==> src/rtl/operand_fetch.sv <==
// Issue stage: reads the register file, stalls on RAW/WAW against the pending-write scoreboard, registers operands for EX.
// Optional macro OPERAND_FETCH_BYPASS_EN forwards same-cycle writeback data into the operands.
module operand_fetch #(
    parameter int XLEN  = 64,
    parameter int CTRLW = 16
) (
    input  logic             clk,
    input  logic             rst,
    input  logic             in_valid,
    output logic             in_ready,
    input  logic [XLEN-1:0]  in_pc,
    input  logic [XLEN-1:0]  in_imm,
    input  logic [4:0]       in_rs1,
    input  logic [4:0]       in_rs2,
    input  logic [4:0]       in_rd,
    input  logic             in_use_rs1,
    input  logic             in_use_rs2,
    input  logic             in_rd_wen,
    input  logic [CTRLW-1:0] in_ctrl,
    output logic [4:0]       rf_raddr1,
    output logic [4:0]       rf_raddr2,
    input  logic [XLEN-1:0]  rf_rdata1,
    input  logic [XLEN-1:0]  rf_rdata2,
    input  logic             wb_valid,
    input  logic             wb_wen,
    input  logic [4:0]       wb_rd,
    input  logic [XLEN-1:0]  wb_data,
    input  logic             flush,
    output logic             out_valid,
    input  logic             out_ready,
    output logic [XLEN-1:0]  out_pc,
    output logic [XLEN-1:0]  out_imm,
    output logic [XLEN-1:0]  out_src1,
    output logic [XLEN-1:0]  out_src2,
    output logic [4:0]       out_rd,
    output logic             out_rd_wen,
    output logic [CTRLW-1:0] out_ctrl
);

    logic [31:0]      r_pend;
    logic             r_out_valid;
    logic [XLEN-1:0]  r_out_pc, r_out_imm, r_out_src1, r_out_src2;
    logic [4:0]       r_out_rd;
    logic             r_out_rd_wen;
    logic [CTRLW-1:0] r_out_ctrl;

    logic             w_byp1, w_byp2, w_blk1, w_blk2, w_waw, w_hazard;
    logic             w_in_ready, w_accept;
    logic [XLEN-1:0]  w_src1, w_src2;
    logic [31:0]      w_set, w_clr, w_pend_next;

    assign rf_raddr1 = in_rs1;
    assign rf_raddr2 = in_rs2;

    always_comb begin
        w_byp1 = 1'b0;
        w_byp2 = 1'b0;
`ifdef OPERAND_FETCH_BYPASS_EN
        w_byp1 = wb_valid && wb_wen && (wb_rd == in_rs1);
        w_byp2 = wb_valid && wb_wen && (wb_rd == in_rs2);
`endif
        w_blk1 = r_pend[in_rs1] && !w_byp1;
        w_blk2 = r_pend[in_rs2] && !w_byp2;
        // A retiring writer of the same rd releases its slot this cycle, so WAW need not wait.
        w_waw  = in_rd_wen && r_pend[in_rd] && !(wb_valid && (wb_rd == in_rd));
        w_hazard   = (in_use_rs1 && w_blk1) || (in_use_rs2 && w_blk2) || w_waw;
        w_in_ready = (!r_out_valid || out_ready) && !w_hazard && !flush;
        w_accept   = in_valid && w_in_ready;

        if (in_rs1 == 5'd0)  w_src1 = '0;
        else if (w_byp1)     w_src1 = wb_data;
        else                 w_src1 = rf_rdata1;
        if (in_rs2 == 5'd0)  w_src2 = '0;
        else if (w_byp2)     w_src2 = wb_data;
        else                 w_src2 = rf_rdata2;

        w_set = '0;
        w_clr = '0;
        if (w_accept && in_rd_wen && (in_rd != 5'd0)) w_set[in_rd] = 1'b1;
        if (wb_valid) w_clr[wb_rd] = 1'b1;
        if (flush && r_out_valid && r_out_rd_wen) w_clr[r_out_rd] = 1'b1;
        w_pend_next = ((r_pend & ~w_clr) | w_set) & 32'hFFFF_FFFE;
    end

    assign in_ready = w_in_ready;

    // Output register stage feeding EX
    always_ff @(posedge clk) begin
        if (rst) begin
            r_pend       <= '0;
            r_out_valid  <= 1'b0;
            r_out_pc     <= '0;
            r_out_imm    <= '0;
            r_out_src1   <= '0;
            r_out_src2   <= '0;
            r_out_rd     <= '0;
            r_out_rd_wen <= 1'b0;
            r_out_ctrl   <= '0;
        end else begin
            r_pend <= w_pend_next;
            if (flush) begin
                r_out_valid <= 1'b0;
            end else if (w_accept) begin
                r_out_valid  <= 1'b1;
                r_out_pc     <= in_pc;
                r_out_imm    <= in_imm;
                r_out_src1   <= w_src1;
                r_out_src2   <= w_src2;
                r_out_rd     <= in_rd;
                r_out_rd_wen <= in_rd_wen;
                r_out_ctrl   <= in_ctrl;
            end else if (out_ready) begin
                r_out_valid <= 1'b0;
            end
        end
    end

    assign out_valid  = r_out_valid;
    assign out_pc     = r_out_pc;
    assign out_imm    = r_out_imm;
    assign out_src1   = r_out_src1;
    assign out_src2   = r_out_src2;
    assign out_rd     = r_out_rd;
    assign out_rd_wen = r_out_rd_wen;
    assign out_ctrl   = r_out_ctrl;

endmodule

==> config.mk <==
export PLATFORM = sky130hd
export DESIGN_NAME = operand_fetch
export DESIGN_NICKNAME = d
export VERILOG_FILES = /design/src/rtl/operand_fetch.sv
export SDC_FILE = /design/constraint.sdc
export NUM_CORES = 1
export LEC_CHECK = 0
export ABC_AREA = 1
export CAP_MARGIN = 5
export CORE_AREA = 2 2 256 258
export DETAILED_ROUTE_END_ITERATION = 10
export DIE_AREA = 0 0 258 260
export DONT_BUFFER_PORTS = 1
export HOLD_SLACK_MARGIN = 0.06
export PLACE_DENSITY = 0.3
export SLEW_MARGIN = 20
export SYNTH_ARGS = -nofsm -noshare
export SYNTH_HDL_FRONTEND = slang
export SYNTH_SLANG_ARGS = --single-unit
==> constraint.sdc <==
create_clock -name clk -period 3.1 [get_ports clk]
set_input_delay 0.775 -clock clk [delete_from_list [all_inputs] [get_ports clk]]
set_output_delay 0.775 -clock clk [all_outputs]
set_load 0.01 [all_outputs]
# Yosys cells after proc, flatten, opt, wreduce, memory -nomap -nowiden
# Cells that the tools add are included.
[totals]
reg_bits = 311
inputBits = 366
wordCells = 71
out_inout_bits = 290
[classes]
n_mux = 19
magnitude_cmp = 8
n_reduce_logical = 28
n_bitwise = 5
eq_ne = 1
[ops]
columns = ["cell", "count"]
rows = [
  ["64-bit two-way mux", 2],
  ["32-bit two-way mux", 3],
  ["32-bit OR", 2],
  ["32-bit AND", 1],
  ["32-bit NOT", 1],
  ["5-bit by 6-bit < comparator with 1-bit output (second input constant)", 5],
  ["1-bit binary-select mux with 5-bit select", 3],
  ["1-bit demux with 5-bit select", 3],
  ["5-bit by 1-bit >= comparator with 1-bit output (second input constant)", 3],
  ["1-bit logical AND", 15],
  ["5-bit logical NOT", 2],
  ["1-bit two-way mux", 8],
  ["5-bit == test", 1],
  ["5-bit nonzero test", 1],
  ["1-bit logical NOT", 4],
  ["1-bit logical OR", 3],
  ["2-bit AND reduction", 1],
  ["2-bit nonzero test", 1],
  ["2-bit OR reduction", 1],
  ["1-bit NOT", 1],
]

# Longest topological paths before layout
[logic_depth]
ltp_word = 13
depth_mapped = 16

# Worst setup path after synthesis
# Ideal clock, no wire load.
[synth_path]
path_type = "input -> output"
startpoint = "input port in_rs2[0]"
endpoint = "output port in_ready"
path_stages = 11
t_arrival_ns = 1.994
t_required_ns = 2.325
path_slack_ns = 0.331
cell_sequence = "clkbuf_1 buf_2 nor2_1 nor2_1 o21ai_0 nand3_1 nand3_1 nand2_1 nand3_1 and3_1 buf_2"
[synth_between]
elab_chain_len = 8
[synth_rtl]
columns = ["element", "line_no", "text"]
rows = [
  ["start: declaration", "14", "input logic [4:0] in_rs2,"],
  ["1-bit binary-select mux with 5-bit select", "63", "w_blk2 = r_pend[in_rs2] && !w_byp2;"],
  ["1-bit two-way mux (implied by the code)", "63", ""],
  ["1-bit logical AND", "66", "w_hazard = (in_use_rs1 && w_blk1) || (in_use_rs2 && w_blk2) || w_waw;"],
  ["1-bit logical OR (2 in a row)", "66", ""],
  ["1-bit logical NOT", "67", "w_in_ready = (!r_out_valid || out_ready) && !w_hazard && !flush;"],
  ["1-bit logical AND (2 in a row)", "67", ""],
  ["end: declaration", "10", "output logic in_ready,"],
]
# Every way passes these cells. The select of a mux whose other input is x is not followed.

# Final worst setup path
[layout_path]
startpoint = "input port in_rd[0]"
endpoint = "output port in_ready"
[layout_between]
elab_chain_len = 8
[layout_rtl]
columns = ["element", "line_no", "text"]
rows = [
  ["start: declaration", "15", "input logic [4:0] in_rd,"],
  ["1-bit binary-select mux with 5-bit select / 5-bit == test (equally long branches)", "65", "w_waw = in_rd_wen && r_pend[in_rd] && !(wb_valid && (wb_rd == in_rd));"],
  ["1-bit two-way mux (implied by the code) / 1-bit logical AND (equally long branches)", "65", ""],
  ["1-bit logical AND / 1-bit logical NOT (equally long branches)", "65", ""],
  ["1-bit logical AND (*)", "65", ""],
  ["1-bit logical OR (*)", "66", ""],
  ["1-bit logical NOT (*)", "67", ""],
  ["1-bit logical AND (*) (2 in a row)", "67", ""],
]
# Every way passes the cells marked *; elsewhere a longest branch is shown, timed or not. The select of a mux whose other input is x is not followed.

==> impl_metrics.json <==
{
  "switching_share_pct": 26.5,
  "avgSynthCellArea_sq_um": 7.35,
  "seq_area_frac_synth_pct": 47.5,
  "ir_drop_mv": 0.365,
  "synth_top_cell_by_area": "dfxtp_1",
  "coreArea_sq_mm": 0.0641,
  "cpMaxStageDelayCell": "and3_4",
  "fin_worst_skew_ns": 0.0206,
  "worst_setup_path_start_kind": "input pin",
  "crit_arrival_ns": 2.20,
  "syn_area_sq_mm": 0.0131,
  "maxCapViolations": 0,
  "clockBufferDepth": 3,
  "fin_crit_ns": 2.98,
  "p_int_mw": 7.35,
  "status": "finished, final reports clean",
  "setup_viol": 0,
  "die_x_um": 258,
  "synthFlopType": "dfxtp_1",
  "cts_tree": "yes",
  "cts_root_buf": "clkbuf_16",
  "switchingPower_mw": 2.65,
  "synth_area_leaders": "dfxtp_1, a21oi_1, nand2_1",
  "comb_power_share_pct": 7.9,
  "yosysTopAreaCellShare_pct": 47.5,
  "final_cells": 2621,
  "synth_edf_count": 0,
  "cellLeakagePower_nw": 5.39,
  "worst_pin_slew_ns": 0.809,
  "crit_buf_inv": 3,
  "crit_fanout": 24,
  "finalSetupTns_ns": 0,
  "firstDrtPassIters": 5,
  "rsz0062_at_grt": "no",
  "hold_class": "in -> reg",
  "slew_violations": 0,
  "io_pins": 656,
  "critPathMostFrequentCell": "nand2_1",
  "cp_top_family": "simple AND/OR/NAND/NOR gates",
  "die-height_um": 260,
  "via_count": 12120,
  "hold_buffers": 0,
  "slew_headroom_pct": 46.1,
  "yosys_warnings": 0,
  "pre_cts_ws_ns": 0.0571,
  "ys_types": 26,
  "fp.dieArea_sq_mm": 0.0671,
  "h-tree-depth": 2,
  "maxClockFrequency_ghz": 0.336,
  "grt_pass1_vias": 11850,
  "grt_max_degree": 163,
  "cp.required_ns": 2.32,
  "portBuffers": 0,
  "synthTopCellsByCount": "a21oi_1, dfxtp_1, nand2_1",
  "finalWirelength_um": 55600,
  "worst-setup-path-type": "in -> out",
  "drt_iter0_drc": 770,
  "wl_per_cell_um": 21.2,
  "clk_pin_slew_ns": 0.06,
  "grt-ovfl-total": 0,
  "diodes": 0,
  "fin_ws_ns": 0.122,
  "drive_gt1_share_pct": 8.04,
  "numCtsBuffers": 40,
  "grtUsageTotal_pct": 15.7,
  "fin_util_pct": 24.1,
  "finalCritPeriodShare_pct": 96.1,
  "ys_ff_latch": 310,
  "dp_hpwl_um": 40500,
  "final_nets": 2106,
  "clockPowerShare_pct": 46.8,
  "syn_nets": 2144,
  "via_per_inst": 4.62,
  "clock_latency_ns": 0.55,
  "fp-row-count": 93,
  "power.share.sequential_pct": 45.3,
  "critPathMaxStageDelay_ns": 0.31,
  "async_reset_ff_share_pct": 0,
  "final-hold-violation-count": 0,
  "cp-end-kind": "primary output",
  "cts.sinks": 310,
  "synthCells": 1778,
  "route.detailed.drc": 0,
  "gp_congestion": 0.763,
  "grt_pass1_wl_um": 80400,
  "finalPower_mw": 10.0,
  "yosys.cell_count.top_type": "a21oi_1",
  "antenna_found_initial": 0,
  "area_delta_synth_final_pct": 18.4,
  "ant_nets": 0,
  "dp_cells": 2553,
  "cp_cell_sequence": "inv_2 > buf_12 > nand2_1 > nand2_1 > nand2_1 > nand2_1 > nand2_1 > nand2_1 > nor2_1 > nand2_1 > a21oi_2 > buf_4 > and3_4",
  "powerDensity_mw_per_mm2": 646,
  "start_util_pct": 20.4
}
per-layer routing:
layer  global-route usage [%]  routed length, um  part of all wire (%)  vias to the layer above
met5                        0                  0                     0                        -
met2                     27.2              27600                    50                      449
met4                     5.60               1660                   3.0                        0
li1                         -                  -                     -                     5907
met1                     18.4              22200                    40                     5677
met3                     4.57               4220                   7.6                       87
worst paths after layout:
path                    start           end  slack, ns  cells after the start
hold / removal          flush     out_valid       0.29                      1
setup reg to reg   r_pend[30]  out_src2[60]       0.69                     15
setup / recovery     in_rd[0]      in_ready       0.12                     13
hold reg to reg   out_imm[53]   out_imm[53]       0.49                      2
state kept, by name (all words and copies together), names as in the netlist:
| signal | flops |
|---|---|
| out_imm | 64 |
| out_rd_wen | 1 |
| out_src1 | 64 |
| out_src2 | 64 |
| out_ctrl | 16 |
| r_pend | 31 |
| out_pc | 64 |
| out_rd | 5 |
| out_valid | 1 |
cells in the final DEF, fill, tap and decap left out:
cell / instances
nor2_1: 61
a32oi_1: 1
nor3_1: 31
a21boi_1: 1
clkbuf_8: 7
a21oi_2: 1
nand2_1: 288
nor2_2: 1
o211ai_1: 20
o22ai_1: 1
and3_4: 1
nand3_1: 77
a211oi_1: 1
o21ai_0: 69
xor2_1: 1
nand4_4: 1
clkbuf_1: 12
a221o_1: 1
nand4_1: 130
inv_1: 201
clkinv_4: 2
a21oi_1: 324
nand3_2: 1
dfxtp_2: 6
inv_4: 1
inv_2: 4
clkinv_1: 2
buf_12: 17
buf_4: 52
dfxtp_1: 304
o21ai_1: 99
clkbuf_16: 41
clkinv_2: 3
or2_2: 1
bufinv_16: 3
power groups by stage:
stage / Sequential (mW) / Combinational [mW] / Clock, mW
5_1_grt: 4.56 / 0.903 / 5.00
3_3_place_gp: 4.63 / 0.786 / 0
4_1_cts: 4.54 / 0.800 / 4.86
6_report: 4.53 / 0.789 / 4.68
2_1_floorplan: 4.52 / 0.626 / 0
3_5_place_dp: 4.63 / 0.798 / 0
logic make-up after synthesis:
family,count (synthesis),synth area share [%]
XOR/XNOR,1,0.0670
AND/OR/NAND/NOR,592,20.7
buffers and inverters,357,11.4
AO/OA/AOI/OAI,518,20.3
flip-flops,310,47.5
repair_timing:
action,in CTS,in global routing
endpoints found under the setup margin,1,1
buffers inserted,0,0
pin swaps,0,1
resized for setup,1,6
endpoints found under the hold margin,0,0
layout make-up:
type,instances,area (sq um)
tap,855,1070
fill,7090,48600
sequential,310,6210
clock inverter,8,123
timing repair buffer,69,731
inverter,208,783
clock buffer,60,1170
multi-input combinational,1111,5390
stage by stage:
stage                     hold WS (ns)  cell area [sq um]
final                            0.291              15500
after global routing             0.273              15500
after floorplan                  0.468              13100
after detailed placement         0.484              14200
after CTS                        0.251              15500
after global placement           0.480              14200
No activity file was read; power rests on OpenSTA's default activity.
